$ cat src/rtl/bg_vram_pkg.sv
// bg_vram_pkg
// Shared definitions for the background VRAM write path: the address map of
// the Pattern Memory Background (PMB, 512 B) and the Nametable (NTBL, 1 KiB),
// the queued write record, and the scheduler state encoding.
package bg_vram_pkg;

  localparam int VRAM_AW = 12;

  localparam int PMB_SIZE  = 512;
  localparam int PMB_AW    = $clog2(PMB_SIZE);
  localparam logic [VRAM_AW-1:0] PMB_BASE = 12'h000;
  localparam logic [VRAM_AW-1:0] PMB_MASK = 12'hE00;

  localparam int NTBL_SIZE = 1024;
  localparam int NTBL_AW   = $clog2(NTBL_SIZE);
  localparam logic [VRAM_AW-1:0] NTBL_BASE = 12'h400;
  localparam logic [VRAM_AW-1:0] NTBL_MASK = 12'hC00;

  typedef struct packed {
    logic [VRAM_AW-1:0] addr;
    logic [7:0]         data;
  } bg_vram_wr_t;

  typedef enum logic [1:0] {
    ST_IDLE  = 2'd0,
    ST_WAIT  = 2'd1,
    ST_DRAIN = 2'd2
  } bg_vram_state_e;

  function automatic logic addr_hits(input logic [VRAM_AW-1:0] addr,
                                     input logic [VRAM_AW-1:0] mask,
                                     input logic [VRAM_AW-1:0] base);
    return (addr & mask) == base;
  endfunction

endpackage

$ cat src/rtl/bg_vram_wr_fifo.sv
// bg_vram_wr_fifo
// Synchronous first-word-fall-through FIFO of bg_vram_wr_t records.
// Ports:
//   clk, rst         clock, asynchronous active-low reset
//   push, push_data  enqueue (ignored when full)
//   pop              dequeue the head (ignored when empty)
//   head             current oldest entry, valid while !empty
//   full, empty      occupancy flags
//   count            occupancy, 0..DEPTH
// DEPTH must be a power of two so the pointers wrap naturally.
module bg_vram_wr_fifo
  import bg_vram_pkg::*;
#(
  parameter int DEPTH = 16
) (
  input  logic                     clk,
  input  logic                     rst,
  input  logic                     push,
  input  bg_vram_wr_t              push_data,
  input  logic                     pop,
  output bg_vram_wr_t              head,
  output logic                     full,
  output logic                     empty,
  output logic [$clog2(DEPTH):0]   count
);

  localparam int AW = $clog2(DEPTH);
  localparam logic [AW:0] FULL_CNT = (AW + 1)'(DEPTH);

  bg_vram_wr_t mem [DEPTH];
  logic [AW-1:0] wr_ptr;
  logic [AW-1:0] rd_ptr;
  logic [AW:0]   count_q;
  logic          do_push;
  logic          do_pop;

  assign full    = (count_q == FULL_CNT);
  assign empty   = (count_q == '0);
  assign count   = count_q;
  assign head    = mem[rd_ptr];
  assign do_push = push && !full;
  assign do_pop  = pop && !empty;

  // Storage carries no reset; the head is only consumed while non-empty.
  always_ff @(posedge clk) begin
    if (do_push) mem[wr_ptr] <= push_data;
  end

  always_ff @(posedge clk or negedge rst) begin
    if (!rst) begin
      wr_ptr  <= '0;
      rd_ptr  <= '0;
      count_q <= '0;
    end else begin
      if (do_push) wr_ptr <= wr_ptr + 1'b1;
      if (do_pop)  rd_ptr <= rd_ptr + 1'b1;
      count_q <= count_q + (AW + 1)'(do_push) - (AW + 1)'(do_pop);
    end
  end

endmodule

$ cat src/rtl/bg_vram_write_scheduler.sv
// bg_vram_write_scheduler
// Queues CPU byte writes to background VRAM and releases them into the PMB or
// NTBL arrays only while the video timing writable window is open, one byte
// per cycle. Unmapped writes are retired with a pulse and no strobe; a window
// that closes mid-drain sets the sticky backlog flag.
// Ports:
//   clk, rst                  pixel clock, asynchronous active-low reset
//   writable                  background VRAM write window
//   in_valid/in_ready         CPU write handshake, in_addr/in_data payload
//   pmb_we/pmb_addr           PMB write strobe and byte index
//   ntbl_we/ntbl_addr         NTBL write strobe and byte index
//   wr_data                   byte for whichever strobe is active
//   unmapped                  pulse when an unmapped write is retired
//   backlog/backlog_clr       sticky window-closed-with-pending flag, clear
//   pending                   FIFO occupancy
//   state                     IDLE=0, WAIT=1, DRAIN=2
// Build option: BG_VRAM_WRITE_BYPASS_EN lets a request arriving with the FIFO
// empty and the window open be written in the same cycle instead of queued.
//
// state    | meaning
// ---------+--------------------------------------------------------------
// ST_IDLE  | FIFO empty, nothing to release
// ST_WAIT  | writes queued, window closed
// ST_DRAIN | window open, releasing one queued write per cycle
module bg_vram_write_scheduler
  import bg_vram_pkg::*;
#(
  parameter int DEPTH = 16
) (
  input  logic                     clk,
  input  logic                     rst,
  input  logic                     writable,
  input  logic                     in_valid,
  output logic                     in_ready,
  input  logic [VRAM_AW-1:0]       in_addr,
  input  logic [7:0]               in_data,
  output logic                     pmb_we,
  output logic [PMB_AW-1:0]        pmb_addr,
  output logic                     ntbl_we,
  output logic [NTBL_AW-1:0]       ntbl_addr,
  output logic [7:0]               wr_data,
  output logic                     unmapped,
  output logic                     backlog,
  input  logic                     backlog_clr,
  output logic [$clog2(DEPTH):0]   pending,
  output logic [1:0]               state
);

  localparam int CW = $clog2(DEPTH) + 1;

  bg_vram_state_e state_q;
  bg_vram_state_e state_d;
  bg_vram_wr_t    head;
  bg_vram_wr_t    wr;
  logic           full;
  logic           empty;
  logic           accept;
  logic           bypass;
  logic           push_fifo;
  logic           retire;
  logic           wr_act;
  logic           is_pmb;
  logic           is_ntbl;
  logic           backlog_set;
  logic [CW-1:0]  cnt_next;

  assign in_ready = !full;
  assign accept   = in_valid && in_ready;

`ifdef BG_VRAM_WRITE_BYPASS_EN
  // Gated with rst so a request presented during reset never strobes.
  assign bypass = rst && accept && empty && writable;
`else
  assign bypass = 1'b0;
`endif

  assign push_fifo = accept && !bypass;
  assign retire    = writable && !empty;
  assign wr_act    = retire || bypass;
  // A queued head always has priority; bypass only exists with an empty FIFO.
  assign wr        = retire ? head : '{addr: in_addr, data: in_data};

  bg_vram_wr_fifo #(
    .DEPTH(DEPTH)
  ) u_fifo (
    .clk       (clk),
    .rst       (rst),
    .push      (push_fifo),
    .push_data ('{addr: in_addr, data: in_data}),
    .pop       (retire),
    .head      (head),
    .full      (full),
    .empty     (empty),
    .count     (pending)
  );

  assign is_pmb  = addr_hits(wr.addr, PMB_MASK, PMB_BASE);
  assign is_ntbl = addr_hits(wr.addr, NTBL_MASK, NTBL_BASE);

  assign pmb_we    = wr_act && is_pmb;
  assign ntbl_we   = wr_act && is_ntbl;
  assign unmapped  = wr_act && !is_pmb && !is_ntbl;
  assign pmb_addr  = pmb_we  ? wr.addr[PMB_AW-1:0]  : '0;
  assign ntbl_addr = ntbl_we ? wr.addr[NTBL_AW-1:0] : '0;
  assign wr_data   = (pmb_we || ntbl_we) ? wr.data : '0;

  assign cnt_next = pending + CW'(push_fifo) - CW'(retire);

  always_comb begin
    state_d     = state_q;
    backlog_set = 1'b0;
    unique case (state_q)
      ST_IDLE: begin
        if (writable && cnt_next != '0) state_d = ST_DRAIN;
        else if (accept && !writable)   state_d = ST_WAIT;
      end
      // WAIT always holds at least one entry (nothing retires while the
      // window is closed), so an opening window always starts a drain.
      ST_WAIT: begin
        if (writable) state_d = ST_DRAIN;
      end
      // DRAIN likewise never holds an empty FIFO, so a closing window here
      // always leaves writes behind.
      ST_DRAIN: begin
        if (cnt_next == '0) begin
          state_d = ST_IDLE;
        end else if (!writable) begin
          state_d     = ST_WAIT;
          backlog_set = 1'b1;
        end
      end
      default: state_d = ST_IDLE;
    endcase
  end

  always_ff @(posedge clk or negedge rst) begin
    if (!rst) begin
      state_q <= ST_IDLE;
      backlog <= 1'b0;
    end else begin
      state_q <= state_d;
      if (backlog_set)      backlog <= 1'b1;
      else if (backlog_clr) backlog <= 1'b0;
    end
  end

  assign state = state_q;

endmodule

$ cat config.mk
export PLATFORM = sky130hd
export DESIGN_NAME = bg_vram_write_scheduler
export DESIGN_NICKNAME = d
export VERILOG_FILES = /design/src/rtl/bg_vram_pkg.sv /design/src/rtl/bg_vram_wr_fifo.sv /design/src/rtl/bg_vram_write_scheduler.sv
export SDC_FILE = /design/constraint.sdc
export NUM_CORES = 1
export LEC_CHECK = 0
export BUFFER_PORTS_ARGS = -buffer_cell sky130_fd_sc_hd__buf_4
export CAP_MARGIN = 20
export CORE_MARGIN = 2
export CORE_UTILIZATION = 46
export DETAILED_ROUTE_END_ITERATION = 7
export PLACE_DENSITY_LB_ADDON = 0.1
export SYNTH_ARGS = -nofsm -noshare
export SYNTH_HDL_FRONTEND = slang
export SYNTH_SLANG_ARGS = --single-unit
$ cat constraint.sdc
create_clock -name clk -period 7.7 [get_ports clk]
set_input_delay 0.385 -clock clk [delete_from_list [all_inputs] [get_ports clk]]
set_output_delay 0.385 -clock clk [all_outputs]
set_load 0.1 [all_outputs]
==> flow_summary.ini, run 1 <==
[status]
outcome = complete, no violations

[drt]
via_per_inst = 5.66
wire_per_inst_um = 25.9
postRouteAntennaNets = 0
drt_first_pass_iters = 5
drt_iter0_drc = 593
via_count = 6709
routed_wl_um = 30700
drc = 0

[layout]
post-route-util = 0.536
fillers = 2326
drive_gt1_frac = 0.316
n_antenna_cell = 0
stdcell_area_sq_um = 15800
synthToLayoutAreaGrowth_pct = 15.1
fin_cells = 1185
nNetsFinal = 807

[global_routing]
antenna_found_initial = 0
gr-total-overflow = 0
grt_pass1_vias = 7037
grtUsageTotal = 0.203
grt_max_degree = 55
grt_first_pass_wirelength_um = 45200

[floorplanning]
fp.dieW_um = 177
start_util = 0.466
pin_count = 64
core-area_sq_um = 29600
num_rows = 63
dieArea_sq_um = 31300
die_h_um = 177

[clock_tree]
cts_max_level = 2
clock-sinks = 336
insertion_delay_ns = 0.52
cts_buffers = 37
clk_pin_slew_ns = 0.05
cts_max_path_buffers = 3
cts_tree = done
cts_root_buffer = clkbuf_16
postCtsSetupRepairBufs = 0

[sta]
hold_viol_final = 0
finalHoldWorstSlack_ns = 0.0632
timing.final.crit_share = 0.644
rsz0062_at_grt = false
slew_violations = 0
finalSetupViolCount = 0
slew_headroom = 0.321
min_period_ns = 4.96
setup_slack_ns = 2.74
clock.fmax_mhz = 202
setup_tns_ns = 0
worst_pin_slew_ns = 1.02
finClkSkew_ns = 0.0144

[yosys]
netlist_area_sq_um = 13800
syn_inst = 683
yosysSeqAreaShare = 0.727
syn_nets = 724
synth-async-reset-ratio = 0.0476
synthFlopType = edfxtp_1
synth.avg_cell_area_sq_um = 20.2
synth-edff-count = 320
ys_ff_latch = 336
yosys_warnings = 0
synthDistinctLibCells = 52

[power_and_ir_drop]
pwr_density_cell_nw_per_um2 = 405
design_power_total_mw = 6.41
peakVddDrop_uv = 428
leakage_nw = 5.35

[worst_setup_path]
setup.worst_path.end_class = primary output
cp-start-kind = flip-flop
cp.arrival_ns = 4.58
required_ns = 7.32
crit_type = reg -> out
crit_path_max_fanout = 16

[placed_design]
io_buffer_count = 63
dp_cells = 1116
place_hpwl_um = 16800
postPlaceCellArea_sq_um = 14700
gp_congestion = 0.764
dp_slack_ns = 3.30

[job]
cap_viol_max_count = 0

[min_path]
hp-class = in -> reg
-- worst max-delay path, stage by stage (launching register included) --
cell and delay (ns):
dfrtp_1 0.40, inv_1 0.09, ha_1 0.16, or3b_2 0.48, o21ai_4 0.55, inv_1 0.58
o211ai_1 0.31, nand3_1 0.62, nor3b_2 0.48, buf_4 0.35
-- sequential cells by signal, summed over array words and instances, names as in the netlist --
name	count
u_fifo.rd_ptr	4
u_fifo.count	5
u_fifo.mem	320
u_fifo.wr_ptr	4
state	2
backlog	1
-- cell type report --
type | count | area [sq um] | area share
clock buffers | 53 | 1040 | 0.0655
repair buffers | 79 | 596 | 0.0376
inverters | 25 | 93.8 | 0.00592
multi-input cells | 287 | 3490 | 0.220
flip-flops and latches | 336 | 10000 | 0.632
well taps | 390 | 488 | 0.0308
clock inverters | 15 | 121 | 0.00766
-- layout by cell type, fill, tap and decap left out, types with 9 or more instances in the layout --
cell	synthesis	layout
a21oi_1	13	13
a21oi_2	9	9
buf_4	2	78
clkbuf_1	9	13
clkbuf_16	0	39
clkinv_1	1	10
dfrtp_1	16	13
edfxtp_1	320	320
ha_1	14	14
inv_1	23	23
mux2i_1	38	38
mux4_2	78	78
nand2_1	39	39
nor2_1	14	10
nor3b_2	9	9
xnor2_1	9	9
-- synthesized netlist by cell type, types with 2 or more instances --
cell type  count  share of area
clkbuf_1       9         0.0025
edfxtp_1     320           0.70
mux4_2        78           0.13
buf_6          6         0.0049
and2_1         5         0.0023
nand4_1        3         0.0014
nor2b_1        4         0.0018
nor3b_2        9         0.0082
inv_1         23         0.0063
nand2_1       39          0.011
a21oi_1       13         0.0047
buf_2         14         0.0051
nor3_1         4         0.0015
nor3b_1        4         0.0022
dfrtp_1       16          0.029
o21bai_1       3         0.0016
xnor2_1        9         0.0057
nor4_1         5         0.0023
xor2_1         3         0.0019
nand3_1        3         0.0011
mux4_1         2         0.0038
a21o_1         2         0.0011
mux2_2         4         0.0033
buf_4          2         0.0011
nor2_1        14         0.0038
fa_1           2         0.0029
o21ai_0        2        0.00073
mux2i_1       38          0.028
ha_1          14          0.013
buf_8          3         0.0033
a21oi_2        9         0.0057
-- path summary, 6_finish.rpt --
path / from / to / slack [ns] / cells after the start
setup reg to reg: u_fifo.count[3]$_DFF_PN0_ / backlog$_DFFE_PN0P_ / 3.73 / 14
hold / removal: backlog_clr / backlog$_DFFE_PN0P_ / 0.06 / 2
min in group asynchronous: rst / u_fifo.count[1]$_DFF_PN0_ / 0.28 / 2
max in group asynchronous: rst / u_fifo.rd_ptr[0]$_DFFE_PN0P_ / 7.18 / 2
hold reg to reg: backlog$_DFFE_PN0P_ / backlog$_DFFE_PN0P_ / 0.54 / 2
setup / recovery: u_fifo.count[3]$_DFF_PN0_ / pmb_addr[8] / 2.74 / 9
-- per-layer routing --
| layer | GRT usage | part of all wire |
|---|---|---|
| met2 | 0.328 | 0.50 |
| met4 | 0.0513 | 0.016 |
| met1 | 0.290 | 0.44 |
| met3 | 0.0311 | 0.049 |
| met5 | 0 | 0 |
-- power by group --
group | switching [mW] | internal, mW | total (mW)
combinational | 1.44 | 0.858 | 2.30
clock | 0.677 | 1.01 | 1.68
sequential | 0.213 | 2.22 | 2.43
total | 2.33 | 4.08 | 6.41
-- cells by family after synthesis --
| kind of cell | Yosys count | synth area share |
|---|---|---|
| AO/OA/AOI/OAI | 40 | 0.0241 |
| multiplexers | 123 | 0.163 |
| AND/OR/NAND/NOR | 96 | 0.0386 |
| adder cells (fa/ha/maj) | 16 | 0.0156 |
| flip-flops | 336 | 0.727 |
| buffers and inverters | 60 | 0.0239 |
| XOR/XNOR | 12 | 0.00763 |
-- timing repair --
action	4_1_cts	5_1_grt
resized for setup	0	0
endpoints found under the hold margin	16	0
hold buffers	1	0
(Power assumes the default switching activity.)
==> inputs of run 2 (changes only) <==
--- a/config.mk
+++ b/config.mk
@@ -5,6 +5,7 @@
 export SDC_FILE = /design/constraint.sdc
 export NUM_CORES = 1
 export LEC_CHECK = 0
+export ABC_AREA = 1
 export BUFFER_PORTS_ARGS = -buffer_cell sky130_fd_sc_hd__buf_4
 export CAP_MARGIN = 20
 export CORE_MARGIN = 2
==> constraint.sdc (replaced) <==
create_clock -name clk -period 4.1 [get_ports clk]
set_input_delay 0.205 -clock clk [delete_from_list [all_inputs] [get_ports clk]]
set_output_delay 0.205 -clock clk [all_outputs]
set_load 0.1 [all_outputs]
==> flow_summary.ini, run 2 <==
[sta]
clock.fmax_mhz = 264
worst_pin_slew_ns = 0.876
rsz0062_at_grt = false
slew_violations = 0
slew_headroom = 0.415
setup_slack_ns = 0.313
setup_tns_ns = 0
min_period_ns = 3.79
timing.final.crit_share = 0.924
hold_viol_final = 0
finalSetupViolCount = 0
finClkSkew_ns = 0.0187

[yosys]
synth_top_area_frac = 0.675
synth.avg_cell_area_sq_um = 11.7
syn_inst = 1214
yosysSeqAreaShare = 0.703
synthDistinctLibCells = 34
yosys-top-cells-count = 349 x nand2_1, 320 x edfxtp_1, 158 x nand3_1
synth.most_common_cell = nand2_1
synth_top_area_cell = edfxtp_1
yosys_warnings = 0
syn_nets = 1255
yosys-top-cells-area = edfxtp_1 67%, nand2_1 9.2%, nand3_1 5.6%
netlist_area_sq_um = 14200
synthFlopType = edfxtp_1
synth-async-reset-ratio = 0.0476
synth-edff-count = 320
ys_ff_latch = 336

[clock_tree]
clock-sinks = 336
cts_buffers = 38
cts_root_buffer = clkbuf_16
clk_pin_slew_ns = 0.05
insertion_delay_ns = 0.52
cts_max_level = 2
cts_max_path_buffers = 3
cts_tree = done

[worst_setup_path]
slowest_delay_ns = 0.52
setup.worst_path.end_class = primary output
cp.arrival_ns = 3.58
path_cells = buf_12 -> nand2_1 -> nand3_1 -> nand3_1 -> nand3_1 -> nand3_1 -> nand2_1 -> nand3_4 -> a21oi_1 -> buf_4
crit_path_max_fanout = 162
crit_type = reg -> out
cp_slowest_cell = buf_12
required_ns = 3.89
cp-start-kind = flip-flop
critical_path.most_common_cell = nand3_1
worst_r2r_path_depth = 18

[layout]
layout_commonest_cell = nand2_1
post-route-util = 0.537
synthToLayoutAreaGrowth_pct = 15.0
fin_cells = 1713
nNetsFinal = 1329
drive_gt1_frac = 0.144
final_cell_mix = 348 x nand2_1, 320 x edfxtp_1, 158 x nand3_1
regMostFlops = u_fifo.mem
n_antenna_cell = 0
largest_reg_flops = 320

[power_and_ir_drop]
swShare = 0.427
p_clk_frac = 0.243
leakage_nw = 6.13
pwr_density_cell_nw_per_um2 = 793
peakVddDrop_uv = 619
p_comb_frac = 0.425
design_power_total_mw = 13.0
internal-power_mw = 7.43
seqPwrFrac = 0.332
netSwitchingPower_mw = 5.55

[floorplanning]
start_util = 0.467
num_rows = 64
core-area_sq_um = 30500
die_h_um = 180
dieArea_sq_um = 32400
pin_count = 64
fp.dieW_um = 180

[placed_design]
dp_slack_ns = 0.765
io_buffer_count = 63
dp_cells = 1636
place_hpwl_um = 19600
gp_congestion = 0.786

[drt]
via_per_inst = 5.51
postRouteAntennaNets = 0
drt_first_pass_iters = 5
via_count = 9444
drc = 0
drt_iter0_drc = 836
wire_per_inst_um = 21.3
routed_wl_um = 36500

[min_path]
hold_path_depth = 1
hp-class = in -> reg

[global_routing]
grt_max_degree = 163
grt_first_pass_wirelength_um = 55700
grtUsageTotal = 0.225
gr-total-overflow = 0
antenna_found_initial = 0
grt_pass1_vias = 9289

[job]
cap_viol_max_count = 0

[status]
outcome = complete, no violations
run 2: cell count changes after synthesis, moves of 14 or more:
cell	previous run	this run
a22oi_1	1	36
nor2_1	14	52
buf_4	2	16
inv_1	23	39
nand2_1	39	349
mux2i_1	38	0
nand3_1	3	158
o21ai_1	0	19
mux4_2	78	0
a21oi_1	13	85
run 2: area by class of cell:
type / instances / area, sq um
Clock buffer: 51 / 1070
Clock inverter: 18 / 91.3
Fill cell: 2600 / 14100
Inverter: 44 / 170
Multi-Input combinational cell: 763 / 3680
Sequential cell: 336 / 10000
Tap cell: 396 / 495
Timing Repair Buffer: 105 / 846
run 2: kinds of logic after synthesis:
kind of cell               share of synthesized area
adders and majority gates                     0.0151
AOI/OAI and AO/OA                             0.0609
and+or+nand+nor                                0.173
buffers and inverters                         0.0418
DFF                                            0.703
xor gates and xnor gates                     0.00677
run 2: power groups by stage:
stage	Combinational, mW	Clock, mW	Sequential [mW]
finish	5.52	3.15	4.30
global route	6.03	3.36	4.34
CTS	5.55	3.22	4.30
detailed placement	5.51	0	4.37
global placement	5.51	0	4.37
floorplan	3.87	0	4.63
run 2: final timing paths:
path | start | endpoint | slack [ns]
setup / recovery | u_fifo.rd_ptr[0]$_DFFE_PN0P_ | wr_data[7] | 0.31
hold / removal | in_data[1] | u_fifo.mem[10][1]$_DFFE_PP_ | 0.01
setup reg to reg | u_fifo.count[3]$_DFF_PN0_ | backlog$_DFFE_PN0P_ | 0.70
hold reg to reg | state[1]$_DFFE_PN0P_ | state[1]$_DFFE_PN0P_ | 0.52
max in group asynchronous | rst | u_fifo.rd_ptr[0]$_DFFE_PN0P_ | 3.79
min in group asynchronous | rst | u_fifo.wr_ptr[0]$_DFFE_PN0P_ | 0.09
run 2: repair_timing:
action                                  in CTS  in global routing
setup buffers                                0                  0
endpoints found under the setup margin       0                  3
resized for setup                            0                  2
endpoints found under the hold margin       63                  0
hold buffers                                 8                  0
run 2: worst max-delay path: cells and delay by family, from the launching register on:
family / cells / cell delay, ns
simple gates: 7 / 1.08
compound gates: 1 / 0.43
buf+inv: 2 / 0.88
flops: 1 / 0.44
run 2: per-layer routing:
metal | global-route usage | share of wire | vias up
li1 | - | - | 4429
met2 | 0.360 | 0.47 | 306
met5 | 0 | 0 | -
met1 | 0.324 | 0.45 | 4655
met3 | 0.0344 | 0.063 | 54
met4 | 0.0582 | 0.019 | 0
run 2: stage by stage:
| stage | hold slack [ns] | cell area [sq um] |
|---|---|---|
| 2_1_floorplan | -0.0906 | 14200 |
| 3_3_place_gp | 0.0860 | 15100 |
| 3_5_place_dp | 0.0864 | 15100 |
| 4_1_cts | 0.000143 | 16400 |
| 5_1_grt | 0.00631 | 16400 |
| 6_report | 0.0123 | 16400 |
==> inputs of run 3 (changes only) <==
--- a/config.mk
+++ b/config.mk
@@ -5,7 +5,7 @@
 export SDC_FILE = /design/constraint.sdc
 export NUM_CORES = 1
 export LEC_CHECK = 0
-export ABC_AREA = 1
+export ABC_AREA = 0
 export BUFFER_PORTS_ARGS = -buffer_cell sky130_fd_sc_hd__buf_4
 export CAP_MARGIN = 20
 export CORE_MARGIN = 2
==> constraint.sdc (replaced) <==
create_clock -name clk -period 4.6 [get_ports clk]
set_input_delay 0.23 -clock clk [delete_from_list [all_inputs] [get_ports clk]]
set_output_delay 0.23 -clock clk [all_outputs]
set_load 0.1 [all_outputs]
==> flow_summary.ini, run 3 (synthesis gave the netlist of run 1 again) <==
[status]
outcome = complete, no violations

[worst_setup_path]
slowest_delay_ns = 0.93
cp-start-kind = flip-flop
crit_path_max_fanout = 38
cp.arrival_ns = 3.91
crit_type = reg -> out
required_ns = 4.37
setup.worst_path.end_class = primary output
cp_slowest_cell = dfrtp_4
critical_path_buf_inv_count = 1
path_cells = mux4_2 -> mux2_4 -> a221oi_4 -> nand2_4 -> and2b_1 -> buf_4
cpLargestDelayFamily = flip-flops

[layout]
multi_input_area_sq_um = 3510
fillers = 2317
drive_gt1_frac = 0.326
layout_commonest_cell = edfxtp_1
final_cell_mix = 320 x edfxtp_1, 84 x buf_4, 78 x mux4_2
synthToLayoutAreaGrowth_pct = 16.3
n_antenna_cell = 0
largest_reg_flops = 320
post-route-util = 0.542
nNetsFinal = 820
stdcell_area_sq_um = 16000
seq_area_sq_um = 10000
regMostFlops = u_fifo.mem

[sta]
min_period_ns = 4.14
clock.fmax_mhz = 242
finClkSkew_ns = 0.0211
slew_headroom = 0.379
finalHoldWorstSlack_ns = 0.0126
slew_violations = 0
hold_viol_final = 0
timing.final.crit_share = 0.899
worst_pin_slew_ns = 0.927
setup_tns_ns = 0
finalSetupViolCount = 0
rsz0062_at_grt = false

[power_and_ir_drop]
design_power_total_mw = 10.8
p_clk_frac = 0.263
seqPwrFrac = 0.378
pwr_density_cell_nw_per_um2 = 674
swShare = 0.361
peakVddDrop_uv = 771
internal-power_mw = 6.90
p_comb_frac = 0.360
leakage_nw = 5.42
netSwitchingPower_mw = 3.89

[clock_tree]
cts_max_path_buffers = 3
cts_max_level = 2
cts_root_buffer = clkbuf_16
clk_pin_slew_ns = 0.06
cts_resized = 0
cts_buffers = 37
insertion_delay_ns = 0.52
postCtsSetupRepairBufs = 0
cts_tree = done
clock-sinks = 336

[global_routing]
grtUsageTotal = 0.204
antenna_found_initial = 0
grt_pass1_vias = 7220
grt_first_pass_wirelength_um = 45700
grt_max_degree = 43
gr-total-overflow = 0

[floorplanning]
core-area_sq_um = 29600
start_util = 0.466
die_h_um = 177
pin_count = 64
fp.dieW_um = 177
num_rows = 63
dieArea_sq_um = 31300

[min_path]
hp-class = in -> reg

[drt]
postRouteAntennaNets = 0
routed_wl_um = 30800
drc = 0
wl_met2_um = 14600
wire_per_inst_um = 25.7
wl_met3_um = 1570
via_count = 6802
via_per_inst = 5.69
drt_first_pass_iters = 4
m1WireLength_um = 14000
highest_layer = met4
drt_iter0_drc = 603

[placed_design]
place_hpwl_um = 16800
io_buffer_count = 63
postPlaceCellArea_sq_um = 14800
gp_congestion = 0.776

[job]
cap_viol_max_count = 0
-- run 3: cell types whose count changed in the layout (fill, tap and decap cells not counted), sizes merged, moves of 10 or more --
cell	change
a21oi	-63
buf	-10
inv	-19
nand2	-311
mux2i	+38
nor3b	+13
a22oi	-35
mux4	+80
nand3	-157
o21ai	-27
nor2	-48
-- run 3: repair_timing --
action | in CTS | in global routing
endpoints found under the hold margin | 32 | 0
hold buffers | 5 | 0
setup endpoints to repair | 0 | 0
-- run 3: worst paths after layout --
check,start,end,slack [ns],cells after the start
max in group asynchronous,rst,u_fifo.rd_ptr[0]$_DFFE_PN0P_,4.24,2
setup / recovery,u_fifo.rd_ptr[0]$_DFFE_PN0P_,ntbl_addr[9],0.46,6
hold reg to reg,state[1]$_DFFE_PN0P_,state[0]$_DFFE_PN0P_,0.59,2
min in group asynchronous,rst,u_fifo.count[0]$_DFF_PN0_,0.12,2
setup reg to reg,u_fifo.count[2]$_DFF_PN0_,backlog$_DFFE_PN0P_,0.67,15
hold / removal,in_addr[7],u_fifo.mem[2][15]$_DFFE_PP_,0.01,1
-- run 3: power by group through the flow --
| stage | Combinational, mW | Clock (mW) | Sequential [mW] |
|---|---|---|---|
| 6_report | 3.88 | 2.84 | 4.07 |
| 5_1_grt | 4.13 | 3.01 | 4.13 |
| 4_1_cts | 3.92 | 2.88 | 4.09 |
| 3_5_place_dp | 3.91 | 0 | 4.15 |
| 3_3_place_gp | 3.85 | 0 | 4.13 |
| 2_1_floorplan | 3.02 | 0 | 4.09 |
-- run 3: final cells by class --
class	count	share of cell area
timing repair buffer	92	0.0457
tap	390	0.0305
clock inverter	18	0.0101
inverter	25	0.00586
sequential	336	0.626
multi-input combinational	287	0.219
clock buffer	48	0.0631
-- run 3: per-stage QoR --
| step | instances | setup WS, ns |
|---|---|---|
| 2_1_floorplan | 683 | -0.283 |
| 3_3_place_gp | 1124 | 1.01 |
| 3_5_place_dp | 1124 | 0.949 |
| 4_1_cts | 1195 | 0.404 |
| 5_1_grt | 1196 | 0.238 |
| 6_report | 1196 | 0.464 |
-- run 3: metal layers --
metal / vias up / GRT usage
met5: - / 0
met4: 0 / 0.0517
met3: 45 / 0.0322
met2: 190 / 0.324
met1: 3622 / 0.298
li1: 2945 / -
-- run 3: worst reg2reg max path, stage by stage (launching register included) --
cell and delay [ns]:
dfrtp_1 0.41, inv_1 0.10, ha_1 0.17, or3b_2 0.47
o21ai_4 0.13, inv_1 0.05, ha_1 0.26, inv_1 0.04
ha_1 0.22, fa_1 0.44, xor2_1 0.19, nor4b_1 0.25
mux2i_1 0.13, o21ai_0 0.26, o22ai_1 0.12, dlygate4sd3_1 0.57
